## src/rtl/cam_mem_pkg.sv

```systemverilog
// Shared types and constants for the camera frame controller and its DRAM command arbiter.
package cam_mem_pkg;

    typedef enum logic [2:0] {
        ST_IDLE,
        ST_RAM_CALIB,
        ST_CAM_INIT,
        ST_CAPTURE,
        ST_DRAIN,
        ST_SEND
    } cam_state_t;

    localparam logic [2:0]  CMD_WRITE      = 3'd0;
    localparam logic [2:0]  CMD_READ       = 3'd1;
    localparam logic [29:0] DEFAULT_STRIDE = 30'h0010_0000;

    // Buffer-index width; a single buffer still needs a 1-bit port.
    function automatic int buf_width(input int n);
        return (n > 1) ? $clog2(n) : 1;
    endfunction

endpackage

```

## src/rtl/cam_cmd_arb.sv

```systemverilog
// Two-slot DRAM command arbiter: one pending slot per source (0 = write, 1 = read), write has priority.
module cam_cmd_arb
    import cam_mem_pkg::*;
#(
    parameter int ADDR_W = 30,
    parameter int BL_W   = 6
) (
    input  logic              clk,
    input  logic              reset,
    input  logic              w_en,
    input  logic [BL_W-1:0]   w_bl,
    input  logic [ADDR_W-1:0] w_addr,
    input  logic              r_en,
    input  logic [BL_W-1:0]   r_bl,
    input  logic [ADDR_W-1:0] r_addr,
    input  logic              cmd_full,
    output logic              cmd_en,
    output logic [2:0]        cmd_inst,
    output logic [BL_W-1:0]   cmd_bl,
    output logic [ADDR_W-1:0] cmd_addr,
    output logic              cmd_ovf
);

    logic [1:0]        src_en;
    logic [BL_W-1:0]   src_bl    [2];
    logic [ADDR_W-1:0] src_addr  [2];
    logic [BL_W-1:0]   slot_bl   [2];
    logic [ADDR_W-1:0] slot_addr [2];
    logic [1:0]        pend;
    logic [1:0]        issue;
    logic [1:0]        drop;
    logic              cmd_ovf_reg;

    assign src_en      = {r_en, w_en};
    assign src_bl[0]   = w_bl;
    assign src_bl[1]   = r_bl;
    assign src_addr[0] = w_addr;
    assign src_addr[1] = r_addr;

    assign issue[0] = ~cmd_full & pend[0];
    assign issue[1] = ~cmd_full & pend[1] & ~pend[0];

    genvar gi;
    generate
        for (gi = 0; gi < 2; gi++) begin : g_slot
            logic              valid_reg;
            logic [BL_W-1:0]   bl_reg;
            logic [ADDR_W-1:0] addr_reg;

            // A slot being issued this cycle may be refilled on the same edge.
            always_ff @(posedge clk) begin
                if (reset) begin
                    valid_reg <= 1'b0;
                    bl_reg    <= '0;
                    addr_reg  <= '0;
                end else if (src_en[gi] && (!valid_reg || issue[gi])) begin
                    valid_reg <= 1'b1;
                    bl_reg    <= src_bl[gi];
                    addr_reg  <= src_addr[gi];
                end else if (issue[gi]) begin
                    valid_reg <= 1'b0;
                end
            end

            assign pend[gi]      = valid_reg;
            assign drop[gi]      = src_en[gi] & valid_reg & ~issue[gi];
            assign slot_bl[gi]   = bl_reg;
            assign slot_addr[gi] = addr_reg;
        end
    endgenerate

    always_ff @(posedge clk) begin
        if (reset) begin
            cmd_ovf_reg <= 1'b0;
        end else if (|drop) begin
            cmd_ovf_reg <= 1'b1;
        end
    end

    // Slots still hold stale requests during the reset cycle, so suppress issue there.
    always_comb begin
        cmd_en   = 1'b0;
        cmd_inst = CMD_WRITE;
        cmd_bl   = '0;
        cmd_addr = '0;
        if (!reset && issue[0]) begin
            cmd_en   = 1'b1;
            cmd_bl   = slot_bl[0];
            cmd_addr = slot_addr[0];
        end else if (!reset && issue[1]) begin
            cmd_en   = 1'b1;
            cmd_inst = CMD_READ;
            cmd_bl   = slot_bl[1];
            cmd_addr = slot_addr[1];
        end
    end

    assign cmd_ovf = cmd_ovf_reg;

endmodule

```

## src/rtl/cam_frame_ctrl.sv

```systemverilog
// Camera frame controller: bring-up sequencing, capture/readback FSM over a DRAM buffer ring.
// Optional frame counters are enabled by defining CAM_FRAME_CTRL_STATS_EN.
module cam_frame_ctrl
    import cam_mem_pkg::*;
#(
    parameter int                ADDR_W     = 30,
    parameter int                BL_W       = 6,
    parameter int                NUM_BUF    = 2,
    parameter logic [ADDR_W-1:0] BUF_STRIDE = ADDR_W'(DEFAULT_STRIDE),
    parameter int                CONTINUOUS = 1
) (
    input  logic                             clk,
    input  logic                             reset,
    input  logic                             start,
    input  logic                             calib_done,
    output logic                             ram_reset,
    output logic                             i2c_reset,
    input  logic                             i2c_done,
    input  logic                             click,
    output logic                             begin_cap,
    input  logic                             done_cap,
    input  logic                             w_cmd_en,
    input  logic [BL_W-1:0]                  w_cmd_bl,
    input  logic [ADDR_W-1:0]                w_cmd_addr,
    output logic                             begin_read,
    input  logic                             read_done,
    input  logic                             r_cmd_en,
    input  logic [BL_W-1:0]                  r_cmd_bl,
    input  logic [ADDR_W-1:0]                r_cmd_addr,
    input  logic                             cmd_full,
    output logic                             cmd_en,
    output logic [2:0]                       cmd_inst,
    output logic [BL_W-1:0]                  cmd_bl,
    output logic [ADDR_W-1:0]                cmd_addr,
    output logic [buf_width(NUM_BUF)-1:0]    wr_buf,
    output logic [buf_width(NUM_BUF)-1:0]    rd_buf,
    output logic                             cmd_ovf
`ifdef CAM_FRAME_CTRL_STATS_EN
    ,
    output logic [15:0]                      frames_captured,
    output logic [15:0]                      frames_sent
`endif
);

    localparam int   BUF_W    = buf_width(NUM_BUF);
    localparam logic CONT_CAP = (CONTINUOUS != 0) && (NUM_BUF > 1);

    cam_state_t        state_reg;
    logic              ram_reset_reg;
    logic              i2c_reset_reg;
    logic              begin_cap_reg;
    logic              begin_read_reg;
    logic [BUF_W-1:0]  wr_buf_reg;
    logic [BUF_W-1:0]  rd_buf_reg;
    logic [BUF_W-1:0]  wr_buf_next;
    logic [ADDR_W-1:0] w_full_addr;
    logic [ADDR_W-1:0] r_full_addr;

    assign wr_buf_next = (wr_buf_reg == BUF_W'(NUM_BUF - 1)) ? '0 : wr_buf_reg + BUF_W'(1);

    always_ff @(posedge clk) begin
        if (reset) begin
            state_reg      <= ST_IDLE;
            ram_reset_reg  <= 1'b1;
            i2c_reset_reg  <= 1'b0;
            begin_cap_reg  <= 1'b0;
            begin_read_reg <= 1'b0;
            wr_buf_reg     <= '0;
            rd_buf_reg     <= '0;
        end else begin
            i2c_reset_reg <= 1'b0;
            unique case (state_reg)
                ST_IDLE: begin
                    if (start) begin
                        state_reg     <= ST_RAM_CALIB;
                        ram_reset_reg <= 1'b0;
                        i2c_reset_reg <= 1'b1;
                    end
                end
                ST_RAM_CALIB: begin
                    if (calib_done) state_reg <= ST_CAM_INIT;
                end
                ST_CAM_INIT: begin
                    if (i2c_done) begin
                        state_reg     <= ST_CAPTURE;
                        begin_cap_reg <= 1'b1;
                    end
                end
                ST_CAPTURE: begin
                    if (click) begin
                        state_reg     <= ST_DRAIN;
                        begin_cap_reg <= 1'b0;
                    end
                end
                ST_DRAIN: begin
                    // Hand the finished buffer to readback and move capture to the next one.
                    if (done_cap) begin
                        state_reg      <= ST_SEND;
                        rd_buf_reg     <= wr_buf_reg;
                        wr_buf_reg     <= wr_buf_next;
                        begin_read_reg <= 1'b1;
                        begin_cap_reg  <= CONT_CAP;
                    end
                end
                ST_SEND: begin
                    if (read_done) begin
                        state_reg      <= ST_CAPTURE;
                        begin_read_reg <= 1'b0;
                        begin_cap_reg  <= 1'b1;
                    end
                end
                default: state_reg <= ST_IDLE;
            endcase
        end
    end

`ifdef CAM_FRAME_CTRL_STATS_EN
    logic [15:0] frames_captured_reg;
    logic [15:0] frames_sent_reg;

    always_ff @(posedge clk) begin
        if (reset) begin
            frames_captured_reg <= '0;
            frames_sent_reg     <= '0;
        end else begin
            if (state_reg == ST_DRAIN && done_cap) frames_captured_reg <= frames_captured_reg + 16'd1;
            if (state_reg == ST_SEND && read_done) frames_sent_reg <= frames_sent_reg + 16'd1;
        end
    end

    assign frames_captured = frames_captured_reg;
    assign frames_sent     = frames_sent_reg;
`endif

    assign ram_reset  = ram_reset_reg;
    assign i2c_reset  = i2c_reset_reg;
    assign begin_cap  = begin_cap_reg;
    assign begin_read = begin_read_reg;
    assign wr_buf     = wr_buf_reg;
    assign rd_buf     = rd_buf_reg;

    // Offsets become absolute addresses using the buffer current at request time.
    assign w_full_addr = ADDR_W'(wr_buf_reg) * BUF_STRIDE + w_cmd_addr;
    assign r_full_addr = ADDR_W'(rd_buf_reg) * BUF_STRIDE + r_cmd_addr;

    cam_cmd_arb #(
        .ADDR_W (ADDR_W),
        .BL_W   (BL_W)
    ) u_arb (
        .clk      (clk),
        .reset    (reset),
        .w_en     (w_cmd_en),
        .w_bl     (w_cmd_bl),
        .w_addr   (w_full_addr),
        .r_en     (r_cmd_en),
        .r_bl     (r_cmd_bl),
        .r_addr   (r_full_addr),
        .cmd_full (cmd_full),
        .cmd_en   (cmd_en),
        .cmd_inst (cmd_inst),
        .cmd_bl   (cmd_bl),
        .cmd_addr (cmd_addr),
        .cmd_ovf  (cmd_ovf)
    );

endmodule

```

## config.mk

```make
export PLATFORM = sky130hd
export DESIGN_NAME = cam_frame_ctrl
export DESIGN_NICKNAME = d
export VERILOG_FILES = /design/src/rtl/cam_mem_pkg.sv /design/src/rtl/cam_cmd_arb.sv /design/src/rtl/cam_frame_ctrl.sv
export SDC_FILE = /design/constraint.sdc
export NUM_CORES = 1
export LEC_CHECK = 0
export BUFFER_PORTS_ARGS = -buffer_cell sky130_fd_sc_hd__buf_2
export CAP_MARGIN = 30
export CORE_ASPECT_RATIO = 1.5
export CORE_MARGIN = 5
export CORE_UTILIZATION = 35
export DETAILED_ROUTE_END_ITERATION = 12
export GPL_TIMING_DRIVEN = 0
export PLACE_DENSITY_LB_ADDON = 0.15
export SETUP_SLACK_MARGIN = 0.4
export SYNTH_ARGS = -nofsm -noshare
export SYNTH_HDL_FRONTEND = slang
export SYNTH_HIERARCHICAL = 1
export SYNTH_SLANG_ARGS = --single-unit
export TNS_END_PERCENT = 5
```

## constraint.sdc

```tcl
create_clock -name clk -period 4.6 [get_ports clk]
set_input_delay 1.15 -clock clk [delete_from_list [all_inputs] [get_ports clk]]
set_output_delay 1.15 -clock clk [all_outputs]
set_load 0.01 [all_outputs]
```

# After elaboration in Yosys (flattened, before gate mapping)
# Cells that the tools add are included.
classes:
  bitwise: 12
  n_mul: 0
  n_reduce_logical: 21
  magnitude_cmp: 0
  n_div: 0
  shift: 0
  n_eq_ne: 11
  add_sub_neg: 3
  mux: 28
ops:
  columns: ["cell", "n"]
  rows:
  - ["$add 21x30->30", 2]
  - ["$mux 30", 2]
  - ["$mux 3", 7]
  - ["$pmux 3 s6", 1]
  - ["$mux 1", 14]
  - ["$mux 6", 2]
  - ["$ne 2x2->1 const B", 6]
  - ["$and 1x1->1", 7]
  - ["$eq 3x2->1 const B", 2]
  - ["$eq 3x3->1 const B", 2]
  - ["$reduce_and 6->1", 1]
  - ["$reduce_bool 2->1", 3]
  - ["$not 1->1", 5]
  - ["$reduce_and 5->1", 1]
  - ["$logic_and 1x1->1", 4]
  - ["$pmux 1 s4", 1]
  - ["$reduce_and 2->1", 2]
  - ["$reduce_bool 4->1", 1]
  - ["$reduce_or 2->1", 2]
  - ["$eq 3x1->1 const B", 1]
  - ["$logic_not 1->1", 3]
  - ["$logic_not 3->1", 1]
  - ["$reduce_and 3->1", 1]
  - ["$logic_or 1x1->1", 2]
  - ["other kinds (2)", 2]
word_totals:
  rom_bits: 0
  ff_bits: 84
  in_bits: 83
  n_memories: 0
  word_cells: 89
  latchBits: 0
  ramBits: 0

# Depth between registers and ports, before layout
# Gate-level depths: netlist of run 1.
depth:
  ltp_word: 6
  depth_mapped: 7
  mapped_depth_nobuf: 7

# Hierarchy
# The synthesis of run 1 kept the hierarchy.
by_module_without_submodules:
  columns: ["mod", "n_inst", "area_each_um2", "cells_each", "seq_area_each_um2"]
  rows:
  - ["cam_cmd_arb", 1, 3440.8, 375, 1501.4]
  - ["cam_frame_ctrl", 1, 765.7, 91, 180.2]

# Worst setup path after synthesis of run 1
# OpenSTA, ideal clock, no wires.
synth_timing:
  path_type: "input to output"
  start: "input cmd_full"
  end: "output cmd_addr[10]"
  arrival_ps: 2048
  setup_slack_ps: 1402
  stages: 5
  n_path_buf: 3
  t_required_ps: 3450
  path_cell_list: "buf_6 > nor4b_2 > buf_4 > buf_4 > a22o_1"
synth_between:
  elab_chain_len: 6
  word_cells_on_any_way: 8
  cone_classes: "2 x mux; 4 x bitwise; 2 x reduce/logical"
synth_rtl:
  columns: ["item", "line_no", "rtl"]
  rows:
  - ["from (decl)", "cam_frame_ctrl.sv:30", "input logic cmd_full,"]
  - ["$not 1->1 *", "cam_cmd_arb.sv:40, cam_cmd_arb.sv:41", null]
  - ["$and 1x1->1 (2 in series)", "cam_cmd_arb.sv:41", "assign issue[1] = ~cmd_full & pend[1] & ~pend[0];"]
  - ["$logic_and 1x1->1", "cam_cmd_arb.sv:90", "end else if (!reset && issue[1]) begin"]
  - ["$mux 30", "cam_cmd_arb.sv:90", null]
  - ["$mux 30 *", "cam_cmd_arb.sv:86", "if (!reset && issue[0]) begin"]
  - ["to (decl)", "cam_frame_ctrl.sv:34", "output logic [ADDR_W-1:0] cmd_addr,"]
# Every way passes the cells marked *; elsewhere a longest branch is shown, timed or not.

# Worst setup path in the final report of run 1
layout_timing:
  start: "input reset"
  end: "output cmd_addr[24]"
layout_between:
  elab_chain_len: 4
  word_cells_on_any_way: 5
  cone_classes: "2 x mux; 3 x reduce/logical"
layout_rtl:
  columns: ["item", "line_no", "rtl"]
  rows:
  - ["from (decl)", "cam_frame_ctrl.sv:13", "input logic reset,"]
  - ["$logic_not 1->1 *", "cam_cmd_arb.sv:86, cam_cmd_arb.sv:90", null]
  - ["$logic_and 1x1->1", "cam_cmd_arb.sv:90", null]
  - ["$mux 30", "cam_cmd_arb.sv:90", null]
  - ["$mux 30 *", "cam_cmd_arb.sv:86", null]
# Marked as above.

==> results of run 1 <==
per-layer routing:
layer / vias to the layer above / routed length (um) / part of all wire
li1: 1856 / - / -
met1: 1682 / 4640 / 0.41
met2: 93 / 6030 / 0.53
met3: 9 / 642 / 0.056
met4: 0 / 147 / 0.013
met5: - / 0 / 0
tightest hold or removal path, cell delays in order, from the launching register on:
cell and delay (ns):
dfxtp_1 0.31, nand2_1 0.05, a21oi_1 0.05
where the power goes:
part           internal [uW]  leakage (uW)  switching, uW
clock                    376      0.000131            283
combinational            181       0.00159            194
sequential               796      0.000692           43.3
total                   1350       0.00241            520
through the flow:
stage	std cells	instance area [sq um]	util	hold slack [ns]	power (uW)
floorplan	467	4210	-	0.436	1110
detailed placement	746	5030	0.423	0.448	1230
CTS	761	5300	0.446	0.456	1900
finish	761	5300	0.446	0.453	1870
global placement	746	5030	0.423	0.442	1230
global route	761	5300	0.446	0.481	1970
cells in the mapped netlist, drive strengths merged (4+ instances only):
library cell,count,area [sq um]
clkbuf,7,26.3
nand3,7,35.0
and3,4,25.0
mux2i,40,400
dfxtp,84,1680
nand2,79,297
ha,4,50.1
nand2b,72,450
xor2,5,43.8
xnor2,12,105
nor2,11,41.3
buf,29,243
nor2b,4,27.5
a22o,36,315
a21oi,42,210
kinds of logic (layout without fill, tap and decap cells):
kind of cell | after synthesis | count (layout)
and+or+nand+nor | 190 | 190
AOI/OAI and AO/OA | 90 | 90
DFF | 84 | 84
muxes | 41 | 41
buffers and inverters | 39 | 180
xor gates and xnor gates | 17 | 17
adders and majority gates | 4 | 4
other | 1 | 2
cells in the final DEF, fill, tap and decap left out, drive strengths merged, types with 2 or more instances in the layout:
cell type / n
buf: 155
dfxtp: 84
nand2: 79
nand2b: 72
a21oi: 42
mux2i: 40
a22o: 36
clkbuf: 18
xnor2: 12
nor2: 11
nand3: 7
xor2: 5
and3: 4
ha: 4
nor2b: 4
nand4: 3
inv: 3
clkinv: 3
nor3: 2
conb: 2
a22oi: 2
a221oi: 2
nor3b: 2
or2: 2
how the worst max path moves through the flow:
stage,startpoint,endpoint,slack (ns)
after floorplan,cmd_full,cmd_addr[10],1.40
after global placement,reset,cmd_addr[22],1.08
after detailed placement,reset,cmd_addr[24],1.07
after CTS,reset,cmd_addr[24],1.07
after global routing,reset,cmd_addr[25],1.02
final,reset,cmd_addr[24],1.11
final cells by class:
type	count	area share
repair buffers	126	0.119
inverters	3	0.00212
clock buffers	11	0.0458
multi-input cells	344	0.424
flip-flops and latches	84	0.317
clock inverters	4	0.00496
well taps	153	0.0361
plain buffers	36	0.0507
==> results.ini, run 1 <==
[power]
peakVddDrop_mv = 0.220
powerDensity_mw_per_mm2 = 353
leakage_uw = 0.00241

[final_layout]
layout.nets = 691
fillCellCount = 1243
synthToLayoutAreaGrowth_pct = 26.0
seq_area_sq_mm = 0.00168
largest_reg_flops = 60
n_antenna_cell = 0
multiInputGateArea_sq_mm = 0.00225
layout-drive-gt1-share = 0.298

[worst_hold_path]
hold_path_depth = 2
hold_end = u_arb/g_slot[0].addr_reg[8]
min_from = u_arb/g_slot[0].addr_reg[8]
hp-class = reg -> reg

[critical_path]
crit_cells = 5
r2r_start = rd_buf
reg2regPathDepth = 7
rrSetupSlack_ns = 2.96
cp_top_family = buffers and inverters
critPathMaxFanout = 10
cpMaxStageDelayCell = nor3b_4
crit_chain = buf_2 > nor3b_4 > buf_6 > a22o_1 > buf_2
crit_top_cell = buf_2
crit_arrival_ns = 2.34
cp-start-kind = primary input
timing.critical_path.buf_inv = 3
max_stage_delay_ns = 0.50
crit_path_end_kind = output pin
crit_type = in -> out
r2r-end = u_arb/g_slot[1].addr_reg[28]
crit_required_ns = 3.45

[global_route]
track_usage = 0.159
grtUsageMet2 = 0.296
grt_pass1_vias = 3680
grt_antenna_before_repair = 0
overflow = 0
use_met3 = 0.0362
grt_start_max_net_pins = 14
met1_usage = 0.178
busiest_layer = met2
grt_pass1_wl_mm = 17.9

[routing]
first_iter_violations = 78
viasPerCell = 4.78
wl_mm = 11.5
ant_nets = 0
dr_total_vias = 3640
wire_per_inst_um = 15.1
drcViolationCount = 0
drt_first_pass_iters = 4

[sta]
setup_viol = 0
max_freq_ghz = 0.286
max_slew_margin = 0.631
period_share = 0.759
rsz0062_at_grt = false
tns_ns = 0
final_hold_viol_count = 0
layout_setup_ws_ns = 1.11
drv_slew = 0
post-route-min-period_ns = 3.49
finClkSkew_ns = 0.00827
tightest_slew_ns = 0.552

[cts]
cts_buffer_depth = 2
path_clk_slew_ns = 0.06
cts_root_buf = clkbuf_16
clock_sinks = 84
cts_setup_buffers = 0
numCtsBuffers = 9
cts_tree = yes
htree_num_levels = 3
clkLatencyLatePin_ns = 0.34
cts_resized = 0
cts_hold_buffers = 0

[synth]
synth_edf_count = 0
synthesis.area_sq_mm = 0.00421
synth-simple-area-share = 0.233
synthAdderAreaFrac = 0.0119
ys_warn_count = 6
yosys.area_share.xor_xnor = 0.0354
avgSynthCellArea_sq_um = 9.03
muxShareOfSynthArea = 0.0979
synth_ff_type = dfxtp_1
syn-instance-count = 466
async_flop_share = 0
yosys.cell_types.count = 45
synth_top_family_by_area = simple AND/OR/NAND/NOR gates
synth_compound_area_frac = 0.154
ys_seq_elements = 84
yosysSeqAreaShare = 0.400

[floorplanning]
core_sq_mm = 0.0119
dieArea_sq_mm = 0.0144
start_util = 0.354
die_h_um = 144
fp.dieW_um = 99.5
ioPinCount = 130
num_rows = 49

[placement]
gp_congestion = 0.773
post-place-ws_ns = 1.07
io_buffers = 126
place_hpwl_mm = 8.92

[run_status]
status = complete, no violations

[job]
cap_violations = 0

Note: power is estimated with default switching activity, not from simulation.
==> inputs of run 2 (changes only) <==
Clock period 4.6 ns to 2.8 ns, I/O delays scaled along.
==> results.ini, run 2 (same netlist as run 1, synthesis figures left out) <==
[run_status]
status = complete, no violations

[final_layout]
final_cell_mix = buf_2, dfxtp_1, nand2_1, nand2b_1, a21oi_1
seq_area_sq_mm = 0.00168  ; unchanged
synthToLayoutAreaGrowth_pct = 27.9
multiInputGateArea_sq_mm = 0.00226  ; +0.39%
fillCellCount = 1230  ; -1.0%
layout.nets = 696  ; +0.72%
layout_commonest_cell = buf_2
largest_reg_flops = 60  ; unchanged
utilization = 0.452  ; +0.00663
n_antenna_cell = 0  ; unchanged
layout-drive-gt1-share = 0.303  ; +0.00573

[critical_path]
cpMaxStageDelayCell = nor4b_4
crit_type = in -> out
timing.critical_path.buf_inv = 4  ; +1
crit_path_end_kind = output pin
crit_chain = buf_12 > nor4b_4 > buf_4 > buf_8 > a22o_1 > buf_2
crit_required_ns = 2.10  ; -1.35 ns
crit_cells = 6  ; +1
max_stage_delay_ns = 0.27  ; -0.23 ns
cp-start-kind = primary input
cp_top_family = buffers and inverters
crit_arrival_ns = 1.71  ; -0.63 ns
reg2regPathDepth = 7  ; unchanged
critPathMaxFanout = 10  ; unchanged

[sta]
post-route-min-period_ns = 2.41
rsz0062_at_grt = true
layout_setup_ws_ns = 0.386  ; -0.724 ns
final_hold_viol_count = 0  ; unchanged
setup_viol = 0  ; unchanged
period_share = 0.862
finClkSkew_ns = 0.00826  ; -0.00000616 ns
hold_slack_ns = 0.453  ; -0.000572 ns
max_freq_ghz = 0.414
tns_ns = 0  ; unchanged
drv_slew = 0  ; unchanged

[cts]
cts_hold_buffers = 0  ; unchanged
path_clk_slew_ns = 0.06  ; about the same
cts_root_buf = clkbuf_16
numCtsBuffers = 9  ; unchanged
clock_sinks = 84  ; unchanged
cts_buffer_depth = 2  ; unchanged
clkLatencyLatePin_ns = 0.34  ; about the same
cts_tree = yes
htree_num_levels = 3  ; unchanged

[floorplanning]
fp.dieW_um = 99.5  ; unchanged
dieArea_sq_mm = 0.0144  ; unchanged
num_rows = 49  ; unchanged
core_sq_mm = 0.0119  ; unchanged
start_util = 0.354  ; unchanged
ioPinCount = 130  ; unchanged
die_h_um = 144  ; unchanged

[routing]
drcViolationCount = 0  ; unchanged
wire_per_inst_um = 15.0  ; -0.28%
ant_nets = 0  ; unchanged
dr_total_vias = 3663  ; +0.63%
wl_mm = 11.5  ; +0.38%
viasPerCell = 4.78  ; about the same
drt_first_pass_iters = 4  ; unchanged
first_iter_violations = 76  ; -2.6%

[placement]
io_buffers = 126  ; unchanged
post-place-ws_ns = 0.174  ; -0.900 ns
gp_congestion = 0.773  ; unchanged
place_hpwl_mm = 8.92  ; unchanged

[global_route]
track_usage = 0.159  ; +0.000705
overflow = 0  ; unchanged
grt_pass1_vias = 3701  ; +0.57%
grt_antenna_before_repair = 0  ; unchanged
grt_start_max_net_pins = 14  ; unchanged
grt_pass1_wl_mm = 18.0  ; +0.46%

[worst_hold_path]
hold_path_depth = 2  ; unchanged
hp-class = reg -> reg

[power]
leakage_uw = 0.00245  ; +1.6%
powerDensity_mw_per_mm2 = 574  ; +62%
p_total_uw = 3090  ; +65%
peakVddDrop_mv = 0.361  ; +64%

[job]
cap_violations = 0  ; unchanged

## run 2: cell count changes in the layout (fill, tap and decap cells not counted)
cell and change:
buf_4 +3, buf_8 +1, buf_12 +1, nor4b_2 -1
nor4b_4 +1, buf_6 +2, buf_2 -2
## run 2: report_power, final
group | switching (uW) | leakage [uW] | internal (uW)
Sequential | 71.6 | 0.000692 | 1310
Clock | 465 | 0.000131 | 618
Combinational | 319 | 0.00163 | 304
Total | 856 | 0.00245 | 2230
## run 2: cell type report
type                       count  share of cell area
multi-input combinational    344               0.420
sequential                    84               0.313
timing repair buffer         131               0.128
buffer                        36              0.0526
clock buffer                  11              0.0451
tap                          153              0.0356
clock inverter                 4             0.00488
inverter                       3             0.00209
## run 2: final timing paths
check / startpoint / endpoint / slack (ns)
worst max-delay path: reset / cmd_addr[19] / 0.39
worst min-delay path: u_arb/g_slot[0].addr_reg[10] / u_arb/g_slot[0].addr_reg[10] / 0.45
worst min register to register: u_arb/g_slot[0].addr_reg[10] / u_arb/g_slot[0].addr_reg[10] / 0.45
worst max register to register: rd_buf / u_arb/g_slot[1].addr_reg[28] / 1.16
## run 2: what timing repair did
item,4_1_cts,5_1_grt
hold endpoints to repair,0,0
pin swaps,2,0
setup endpoints to repair,37,36
resized for setup,10,0
setup buffers,5,0
## run 2: worst reg2reg max path: stages (launching register included)
cell      delay, ns
dfxtp_1        0.35
ha_1           0.21
ha_1           0.20
nand3_1        0.17
nor3_1         0.25
xor2_1         0.18
nand2b_1       0.07
mux2i_1        0.13
## run 2: per-stage QoR
step                      cell area, sq um  std cells
after floorplan                       4210        467
after global placement                5030        746
after detailed placement              5030        746
after CTS                             5380        766
after global routing                  5380        766
final                                 5380        766
## run 2: metal layers
| metal | vias up | track usage | share of wire |
|---|---|---|---|
| li1 | 1868 | - | - |
| met1 | 1693 | 0.177 | 0.40 |
| met2 | 93 | 0.300 | 0.53 |
| met3 | 9 | 0.0362 | 0.056 |
| met4 | 0 | 0.0489 | 0.013 |
| met5 | - | 0 | 0 |
